[src/rtl/exec_sequencer.sv]
// Multi-cycle execute controller: IDLE -> READ -> EXEC -> WB.
// Drives regfile selects, ALU operands/uop and writeback of result and flags.
module exec_sequencer #(
  parameter int DATA_W = 32,
  parameter int REG_W  = 4,
  parameter int UOP_W  = 5
) (
  input  logic              clock,
  input  logic              reset,
  input  logic              instr_valid,
  output logic              instr_ready,
  input  logic [3:0]        instr_cond,
  input  logic [UOP_W-1:0]  instr_uop,
  input  logic [REG_W-1:0]  instr_rd,
  input  logic [REG_W-1:0]  instr_rn,
  input  logic [REG_W-1:0]  instr_rm,
  input  logic              instr_use_imm,
  input  logic [DATA_W-1:0] instr_imm,
  input  logic              instr_wb,
  input  logic              instr_set_flags,
  output logic [REG_W-1:0]  sel_p0,
  output logic [REG_W-1:0]  sel_p1,
  input  logic [DATA_W-1:0] p0,
  input  logic [DATA_W-1:0] p1,
  output logic [REG_W-1:0]  sel_in,
  output logic [DATA_W-1:0] reg_wdata,
  output logic              reg_we,
  input  logic [3:0]        flags_cur,
  output logic [3:0]        flags_wr,
  output logic              flags_we,
  output logic [DATA_W-1:0] alu_lhs,
  output logic [DATA_W-1:0] alu_rhs,
  output logic [UOP_W-1:0]  alu_uop,
  input  logic [DATA_W-1:0] alu_result,
  input  logic [3:0]        alu_flags,
  output logic              done,
  output logic              skipped
);

  typedef enum logic [1:0] {IDLE, READ, EXEC, WB} state_t;

  state_t              state_q, state_d;
  logic [UOP_W-1:0]    uop_q, uop_d;
  logic [REG_W-1:0]    rd_q, rd_d;
  logic                use_imm_q, use_imm_d;
  logic [DATA_W-1:0]   imm_q, imm_d;
  logic                wb_q, wb_d;
  logic                sf_q, sf_d;
  logic                skip_q, skip_d;
  logic [REG_W-1:0]    sel_p0_q, sel_p0_d;
  logic [REG_W-1:0]    sel_p1_q, sel_p1_d;
  logic [REG_W-1:0]    sel_in_q, sel_in_d;
  logic [DATA_W-1:0]   lhs_q, lhs_d;
  logic [DATA_W-1:0]   rhs_q, rhs_d;
  logic [DATA_W-1:0]   res_q, res_d;
  logic [3:0]          flg_q, flg_d;
  logic                accept;
  logic                pass;

  // flags layout is [Z,C,N,V]; code 1111 never passes
  function automatic logic cond_pass(input logic [3:0] c,
                                     input logic [3:0] f);
    logic z, cy, n, v;
    z  = f[3];
    cy = f[2];
    n  = f[1];
    v  = f[0];
    case (c)
      4'b0000: cond_pass = z;
      4'b0001: cond_pass = !z;
      4'b0010: cond_pass = cy;
      4'b0011: cond_pass = !cy;
      4'b0100: cond_pass = n;
      4'b0101: cond_pass = !n;
      4'b0110: cond_pass = v;
      4'b0111: cond_pass = !v;
      4'b1000: cond_pass = cy & !z;
      4'b1001: cond_pass = !cy | z;
      4'b1010: cond_pass = (n == v);
      4'b1011: cond_pass = (n != v);
      4'b1100: cond_pass = !z & (n == v);
      4'b1101: cond_pass = z | (n != v);
      4'b1110: cond_pass = 1'b1;
      default: cond_pass = 1'b0;
    endcase
  endfunction

  assign instr_ready = (state_q == IDLE) & !reset;
  assign accept      = instr_valid & instr_ready;
  assign pass        = cond_pass(instr_cond, flags_cur);

  always_comb begin
    state_d   = state_q;
    uop_d     = uop_q;
    rd_d      = rd_q;
    use_imm_d = use_imm_q;
    imm_d     = imm_q;
    wb_d      = wb_q;
    sf_d      = sf_q;
    skip_d    = skip_q;
    sel_p0_d  = sel_p0_q;
    sel_p1_d  = sel_p1_q;
    sel_in_d  = sel_in_q;
    lhs_d     = lhs_q;
    rhs_d     = rhs_q;
    res_d     = res_q;
    flg_d     = flg_q;
    case (state_q)
      IDLE: begin
        if (accept) begin
          uop_d     = instr_uop;
          rd_d      = instr_rd;
          use_imm_d = instr_use_imm;
          imm_d     = instr_imm;
          wb_d      = instr_wb;
          sf_d      = instr_set_flags;
          skip_d    = !pass;
          if (pass) begin
            sel_p0_d = instr_rn;
            sel_p1_d = instr_rm;
            state_d  = READ;
          end else begin
            sel_in_d = instr_rd;
            state_d  = WB;
          end
        end
      end
      READ: begin
        lhs_d   = p0;
        rhs_d   = use_imm_q ? imm_q : p1;
        state_d = EXEC;
      end
      EXEC: begin
        res_d    = alu_result;
        flg_d    = alu_flags;
        sel_in_d = rd_q;
        state_d  = WB;
      end
      default: state_d = IDLE;
    endcase
  end

  always_ff @(posedge clock) begin
    if (reset) begin
      state_q   <= IDLE;
      uop_q     <= '0;
      rd_q      <= '0;
      use_imm_q <= 1'b0;
      imm_q     <= '0;
      wb_q      <= 1'b0;
      sf_q      <= 1'b0;
      skip_q    <= 1'b0;
      sel_p0_q  <= '0;
      sel_p1_q  <= '0;
      sel_in_q  <= '0;
      lhs_q     <= '0;
      rhs_q     <= '0;
      res_q     <= '0;
      flg_q     <= '0;
    end else begin
      state_q   <= state_d;
      uop_q     <= uop_d;
      rd_q      <= rd_d;
      use_imm_q <= use_imm_d;
      imm_q     <= imm_d;
      wb_q      <= wb_d;
      sf_q      <= sf_d;
      skip_q    <= skip_d;
      sel_p0_q  <= sel_p0_d;
      sel_p1_q  <= sel_p1_d;
      sel_in_q  <= sel_in_d;
      lhs_q     <= lhs_d;
      rhs_q     <= rhs_d;
      res_q     <= res_d;
      flg_q     <= flg_d;
    end
  end

  assign sel_p0    = sel_p0_q;
  assign sel_p1    = sel_p1_q;
  assign sel_in    = sel_in_q;
  assign reg_wdata = res_q;
  assign flags_wr  = flg_q;
  assign alu_lhs   = lhs_q;
  assign alu_rhs   = rhs_q;
  assign alu_uop   = uop_q;

  // strobes are suppressed while reset is held so an aborted WB never commits
  assign done     = (state_q == WB) & !reset;
  assign skipped  = done & skip_q;
  assign reg_we   = done & wb_q & !skip_q;
  assign flags_we = done & sf_q & !skip_q;

endmodule

[config.mk]
export PLATFORM = sky130hd
export DESIGN_NAME = exec_sequencer
export DESIGN_NICKNAME = d
export VERILOG_FILES = /design/src/rtl/exec_sequencer.sv
export SDC_FILE = /design/constraint.sdc
export NUM_CORES = 1
export LEC_CHECK = 0
export BUFFER_PORTS_ARGS = -buffer_cell sky130_fd_sc_hd__clkbuf_2
export CELL_PAD_IN_SITES_DETAIL_PLACEMENT = 0
export CELL_PAD_IN_SITES_GLOBAL_PLACEMENT = 1
export CORE_ASPECT_RATIO = 0.75
export CORE_MARGIN = 2
export CORE_UTILIZATION = 37
export CTS_CLUSTER_DIAMETER = 100
export DETAILED_ROUTE_END_ITERATION = 12
export PLACE_DENSITY_LB_ADDON = 0.1
export SLEW_MARGIN = 5
export SYNTH_ARGS = -nofsm -noshare
export SYNTH_HDL_FRONTEND = slang
export SYNTH_SLANG_ARGS = --single-unit
[constraint.sdc]
create_clock -name clock -period 3.7 [get_ports clock]
set_input_delay 0.185 -clock clock [delete_from_list [all_inputs] [get_ports clock]]
set_output_delay 0.185 -clock clock [all_outputs]
set_load 0.02 [all_outputs]
==> results of run 1 <==
[cell usage after synthesis]
master / n
nor2_1: 103
o32ai_2: 1
mux2i_1: 106
clkbuf_1: 32
dfxtp_1: 159
o31ai_1: 9
buf_2: 9
a21oi_1: 5
nand4bb_1: 1
mux2_2: 5
o2bb2ai_1: 1
buf_1: 9
nor3b_1: 5
nand2b_1: 47
nor2b_1: 12
o311a_1: 1
xor2_1: 2
o22a_1: 1
nand3b_1: 4
nand3_1: 1
o21ai_0: 47
a211oi_1: 32
mux2_1: 3
ha_1: 4
and2_1: 2
buf_6: 1
o311ai_0: 1
inv_1: 3
o21ai_4: 1
o22ai_1: 1
nand2_1: 48
xnor2_1: 1
clkbuf_2: 1
and3b_1: 3
[timing repair]
action                                 4_1_cts  5_1_grt
gates resized for setup                      0        0
hold buffers                                99        0
endpoints found under the hold margin       99        0
[final timing paths]
check	startpoint	to	slack (ns)
max reg2reg	state_q[1]	sel_in[1]	1.14
min reg2reg	imm_q[5]	imm_q[5]	0.47
min	p0[0]	alu_lhs[0]	0.02
max	state_q[1]	sel_in[1]	1.14
[power by group through the flow]
stage / logic, W / registers [W] / clock network [W]
4_1_cts: 0.00142 / 0.00214 / 0.00175
3_3_place_gp: 0.00130 / 0.00217 / 0
2_1_floorplan: 0.000691 / 0.00237 / 0
3_5_place_dp: 0.00134 / 0.00218 / 0
6_report: 0.00141 / 0.00214 / 0.00170
5_1_grt: 0.00154 / 0.00218 / 0.00182
[cell type report]
class                           instances  share of cell area
Sequential cell                       159               0.338
Multi-Input combinational cell        447               0.312
Timing Repair Buffer                  388               0.260
Clock buffer                           18              0.0466
Tap cell                              215              0.0285
Clock inverter                         14              0.0139
Inverter                                3             0.00119
[cells in the final DEF (no fill, tap or decap), drive strengths merged, types with 6 or more instances in the layout]
cell and instances:
nand2b 47, nor2 103, nor2b 12, o21ai 48, mux2 8, clkbuf 301
o31ai 9, dfxtp 159, buf 6, inv 8, mux2i 106, a211oi 32
dlygate4sd3 99, nand2 48
[flip-flops by register name (all words and copies together) (netlist names)]
| register | count |
|---|---|
| alu_lhs | 32 |
| wb_q | 1 |
| imm_q | 32 |
| state_q | 2 |
| skip_q | 1 |
| sf_q | 1 |
| use_imm_q | 1 |
| reg_wdata | 32 |
| rd_q | 4 |
| flags_wr | 4 |
| sel_in | 4 |
| alu_rhs | 32 |
| sel_p1 | 4 |
| sel_p0 | 4 |
| alu_uop | 5 |
[per-layer routing]
metal  part of all wire  up-vias  track usage  routed length (microns)
met1               0.44     2655        0.241                     7950
met4              0.014        0       0.0532                      244
met5                  0        -            0                        0
li1                   -     2962            -                        -
met3              0.066       21       0.0639                     1180
met2               0.48      188        0.334                     8560
[logic make-up after synthesis]
kind of cell / count (synthesis) / synth area share
and+or+nand+nor: 226 / 0.167
DFF: 159 / 0.502
muxes: 114 / 0.182
AOI/OAI and AO/OA: 100 / 0.101
buffers and inverters: 55 / 0.0357
adders and majority gates: 4 / 0.00790
xor gates and xnor gates: 3 / 0.00415
[through the flow]
stage / worst slack (ns) / instances
after floorplan: 1.69 / 661
after global placement: 1.32 / 1113
after detailed placement: 1.13 / 1113
after CTS: 1.13 / 1244
after global routing: 0.817 / 1244
final: 1.14 / 1244
[worst max-delay path, stage by stage (launching register included)]
cell and delay, ns:
dfxtp_1 0.35, inv_1 0.12, ha_1 0.28, nor2b_1 0.24, and2_2 0.44, buf_4 0.56, nor2_1 0.19, o31ai_1 0.27
==> results by group, run 1 <==
Yosys
  • Post-Syn Area per Cell: 9.59 sq um
  • Cell Area, Synth: 6340 sq um
  • Register area share after synthesis: 0.502
  • Largest area contributor in the netlist: dfxtp_1
  • Ys Warns: 0
  • Syn nets: 828
  • Cells after Synth: 661
  • Share of the synthesized area in the top cell type: 0.502
  • Synth Register Bits: 159
  • Top cells by area, synth: dfxtp_1 50%, mux2i_1 17%, nor2_1 6.1%
  • Cell variety after synth: 34

Route
  • Initial DRC count: 248
  • Vias/cell: 4.68
  • Detailed-route DRC error count: 0
  • DR pass1 iterations: 5
  • DR vias: 5826
  • Wire per inst: 14.4 microns
  • Antenna Nets Post-Route: 0
  • Final WL: 17900 microns

Place
  • Count of input and output buffers: 284
  • Placer Congestion: 0.785
  • Placed Area: 7870 sq um
  • DPL Wire Length: 12200 microns

Finish
  • Fraction of layout cells with a size suffix above 1: 0.323
  • P&R area growth vs syn: 48.8%
  • Ant. Diodes: 0
  • Multi-input gate area: 2950 sq um
  • Filler cells: 1534
  • Final core occ: 0.562
  • Nets: 1183
  • Final non-filler cell area: 9430 sq um
  • Reg area: 3180 sq um

Power
  • Flop pwr share: 0.408
  • Switching power: 0.00171 W
  • P_leak: 4.12 nW
  • Power Density: 557 nW/um^2
  • Sw frac: 0.326
  • Total Power: 0.00525 W
  • P_int: 0.00354 W
  • Combinational power share: 0.269
  • Clock network power share: 0.323
  • Max VDD drop: 0.271 mV

Clock network
  • H-Tree Depth: 4
  • Clk sinks: 159
  • CTS buffer count: 17
  • Worst-Skew Late Latency: 0.42 ns
  • Max clock buf depth: 2
  • Clock tree root buffer cell: clkbuf_16
  • Setup Fix Bufs, Post-CTS: 0
  • CTS tree: yes
  • Clock slew at reported path FFs: 0.06 ns

Die
  • I/O pin count: 285
  • Die width: 155 microns
  • Initial core utilization: 0.378
  • Core ar.: 16800 sq um
  • Core Rows: 41
  • Die Span Y: 117 microns
  • Die area: 18200 sq um

Global routing
  • Total track usage: 0.197
  • Initial antenna violation count: 0
  • Vias in the first global route: 5851
  • Grt total ovfl: 0
  • Largest net degree at the start of global routing: 85
  • First-pass GRT wire length: 29000 microns

STA
  • RSZ-0062 raised after global routing: no
  • Setup TNS Final: 0 ns
  • Clk_skew: 0.0105 ns
  • Worst hold margin: 0.0158 ns
  • Endpoints failing hold: 0
  • Final min period: 2.56 ns
  • Slew @ Worst Pin: 1.09 ns
  • Fmax achieved: 0.391 GHz
  • Fin crit share: 0.691
  • Slew margin rel.: 0.274
  • Count of final max-slew check failures: 0
  • # setup viols final: 0

Worst setup path
  • Critical Path RT: 4.02 ns
  • Critical path fanouts, max: 67
  • Worst Setup Start Kind: flop
  • CP Class: flop to flop
  • Critical Path AT: 2.88 ns
  • Reg2Reg Depth: 7
  • CP Capture Type: flop

Outcome
  • Status: completed

Worst hold path
  • WHS Path Cells: 3
  • Worst min path class: primary input to flop

Run
  • Max Cap Viol: 0
Note: power is estimated with default switching activity, not from simulation.
==> run 2: changes to the inputs <==
--- a/config.mk
+++ b/config.mk
@@ -10,7 +10,7 @@
 export CELL_PAD_IN_SITES_GLOBAL_PLACEMENT = 1
 export CORE_ASPECT_RATIO = 0.75
 export CORE_MARGIN = 2
-export CORE_UTILIZATION = 37
+export CORE_UTILIZATION = 34
 export CTS_CLUSTER_DIAMETER = 100
 export DETAILED_ROUTE_END_ITERATION = 12
 export PLACE_DENSITY_LB_ADDON = 0.1
==> constraint.sdc (replaced) <==
create_clock -name clock -period 2.57 [get_ports clock]
set_input_delay 0.1285 -clock clock [delete_from_list [all_inputs] [get_ports clock]]
set_output_delay 0.1285 -clock clock [all_outputs]
set_load 0.02 [all_outputs]
==> results by group, run 2 (synthesized netlist as in run 1, its figures left out) <==
Clock network
  • H-Tree Depth: 4
  • CTS buffer count: 17
  • Clock tree root buffer cell: clkbuf_16
  • CTS tree: yes
  • Setup Fix Bufs, Post-CTS: 0
  • Clock slew at reported path FFs: 0.06 ns
  • # hold bufs at CTS: 120
  • Clk sinks: 159
  • Post-cts gate resize count: 0
  • Worst-Skew Late Latency: 0.42 ns
  • Max clock buf depth: 2

Place
  • Placer Congestion: 0.788
  • Count of input and output buffers: 284
  • DPL Wire Length: 12200 microns

Finish
  • Final core occ: 0.531
  • Commonest non-fill, non-tap cell in the layout: clkbuf_2
  • P&R area growth vs syn: 54.3%
  • Ant. Diodes: 0
  • Nets: 1206
  • Commonest cells after routing, fill and taps aside: 283 x clkbuf_2, 158 x dfxtp_1, 120 x dlygate4sd3_1, 106 x mux2i_1, 103 x nor2_1
  • Filler cells: 1729
  • Reg area: 3180 sq um
  • Fraction of layout cells with a size suffix above 1: 0.316
  • Multi-input gate area: 2950 sq um

STA
  • Clk_skew: 0.00798 ns
  • Fmax achieved: 0.496 GHz
  • Final min period: 2.02 ns
  • Setup TNS Final: 0 ns
  • RSZ-0062 raised after global routing: no
  • Slew @ Worst Pin: 0.630 ns
  • Fin crit share: 0.785
  • Endpoints failing hold: 0
  • # setup viols final: 0
  • Slew margin rel.: 0.580
  • Count of final max-slew check failures: 0

Die
  • Die Span Y: 122 microns
  • Die area: 19800 sq um
  • Core Rows: 43
  • Die width: 162 microns
  • Core ar.: 18400 sq um
  • Initial core utilization: 0.344
  • I/O pin count: 285

Route
  • Vias/cell: 4.50
  • Wire per inst: 13.6 microns
  • Detailed-route DRC error count: 0
  • DR pass1 iterations: 4
  • Antenna Nets Post-Route: 0
  • DR vias: 5847
  • Initial DRC count: 298
  • Final WL: 17700 microns

Worst setup path
  • Crit-path cells: inv_1 -> ha_1 -> nor2b_1 -> and2_2 -> buf_4 -> o21ai_0
  • Worst Setup Start Kind: flop
  • Slowest cell delay on critical path: 0.47 ns
  • Critical Path AT: 2.29 ns
  • Critical path fanouts, max: 66
  • Critical-path top delay cell: buf_4
  • Critical Path RT: 2.84 ns
  • CP Class: flop to flop
  • CP Capture Type: flop

Run
  • Max Cap Viol: 0

Power
  • P_leak: 4.25 nW
  • Total Power: 0.00773 W
  • Power Density: 791 nW/um^2
  • Max VDD drop: 0.381 mV

Global routing
  • Initial antenna violation count: 0
  • Largest net degree at the start of global routing: 104
  • Grt total ovfl: 0
  • Total track usage: 0.177
  • Vias in the first global route: 5835
  • First-pass GRT wire length: 28100 microns

Outcome
  • Status: completed

Worst hold path
  • Worst min path class: primary input to flop
run 2: cell types whose count changed in the layout (fill, tap and decap cells not counted):
cell           before  now
bufinv_16           1    3
clkinv_2            3    2
clkbuf_1            0    1
buf_12              0    4
dlygate4sd3_1      99  120
buf_4               6    4
inv_6               4    3
inv_8               1    0
clkinvlp_4          3    2
run 2: layout make-up:
type | instances | share of cell area
Sequential cell | 159 | 0.326
Clock buffer | 19 | 0.0453
Timing Repair Buffer | 411 | 0.279
Tap cell | 247 | 0.0316
Clock inverter | 12 | 0.0162
Inverter | 3 | 0.00115
Multi-Input combinational cell | 447 | 0.301
run 2: through the flow:
stage	instance area, sq um	instances	worst slack, ns	hold slack, ns
CTS	9780	1298	0.541	0.0128
detailed placement	7980	1147	0.547	0.327
global placement	7980	1147	0.668	0.322
finish	9780	1298	0.553	0.0350
floorplan	6340	661	0.555	0.237
global route	9780	1298	0.258	0.0237
run 2: per-layer routing:
metal | GRT usage | vias up | wire length (microns)
met5 | 0 | - | 0
met4 | 0.0525 | 0 | 261
met3 | 0.0517 | 20 | 1110
met2 | 0.297 | 166 | 8330
met1 | 0.222 | 2653 | 7990
li1 | - | 3008 | -
run 2: power by group:
part / total (W) / leakage (nW) / internal [W] / switching, W
registers: 0.00307 / 1.30 / 0.00285 / 0.000220
clock network: 0.00258 / 0.290 / 0.00156 / 0.00102
logic: 0.00208 / 2.66 / 0.000914 / 0.00117
run 2: worst max-delay path, delay by kind of cell, from the launching register on:
family | cells | cell delay, ns
buffers and inverters | 2 | 0.60
and+or+nand+nor | 2 | 0.45
DFF | 1 | 0.35
adders and majority gates | 1 | 0.27
AOI/OAI and AO/OA | 1 | 0.18
run 2: path summary, 6_finish.rpt:
check	start	to	slack (ns)	cells past startpoint
min	p1[11]	alu_rhs[11]	0.04	3
max	state_q[1]	alu_uop[4]	0.55	6
min reg2reg	imm_q[6]	imm_q[6]	0.47	2
max reg2reg	state_q[1]	alu_uop[4]	0.55	6
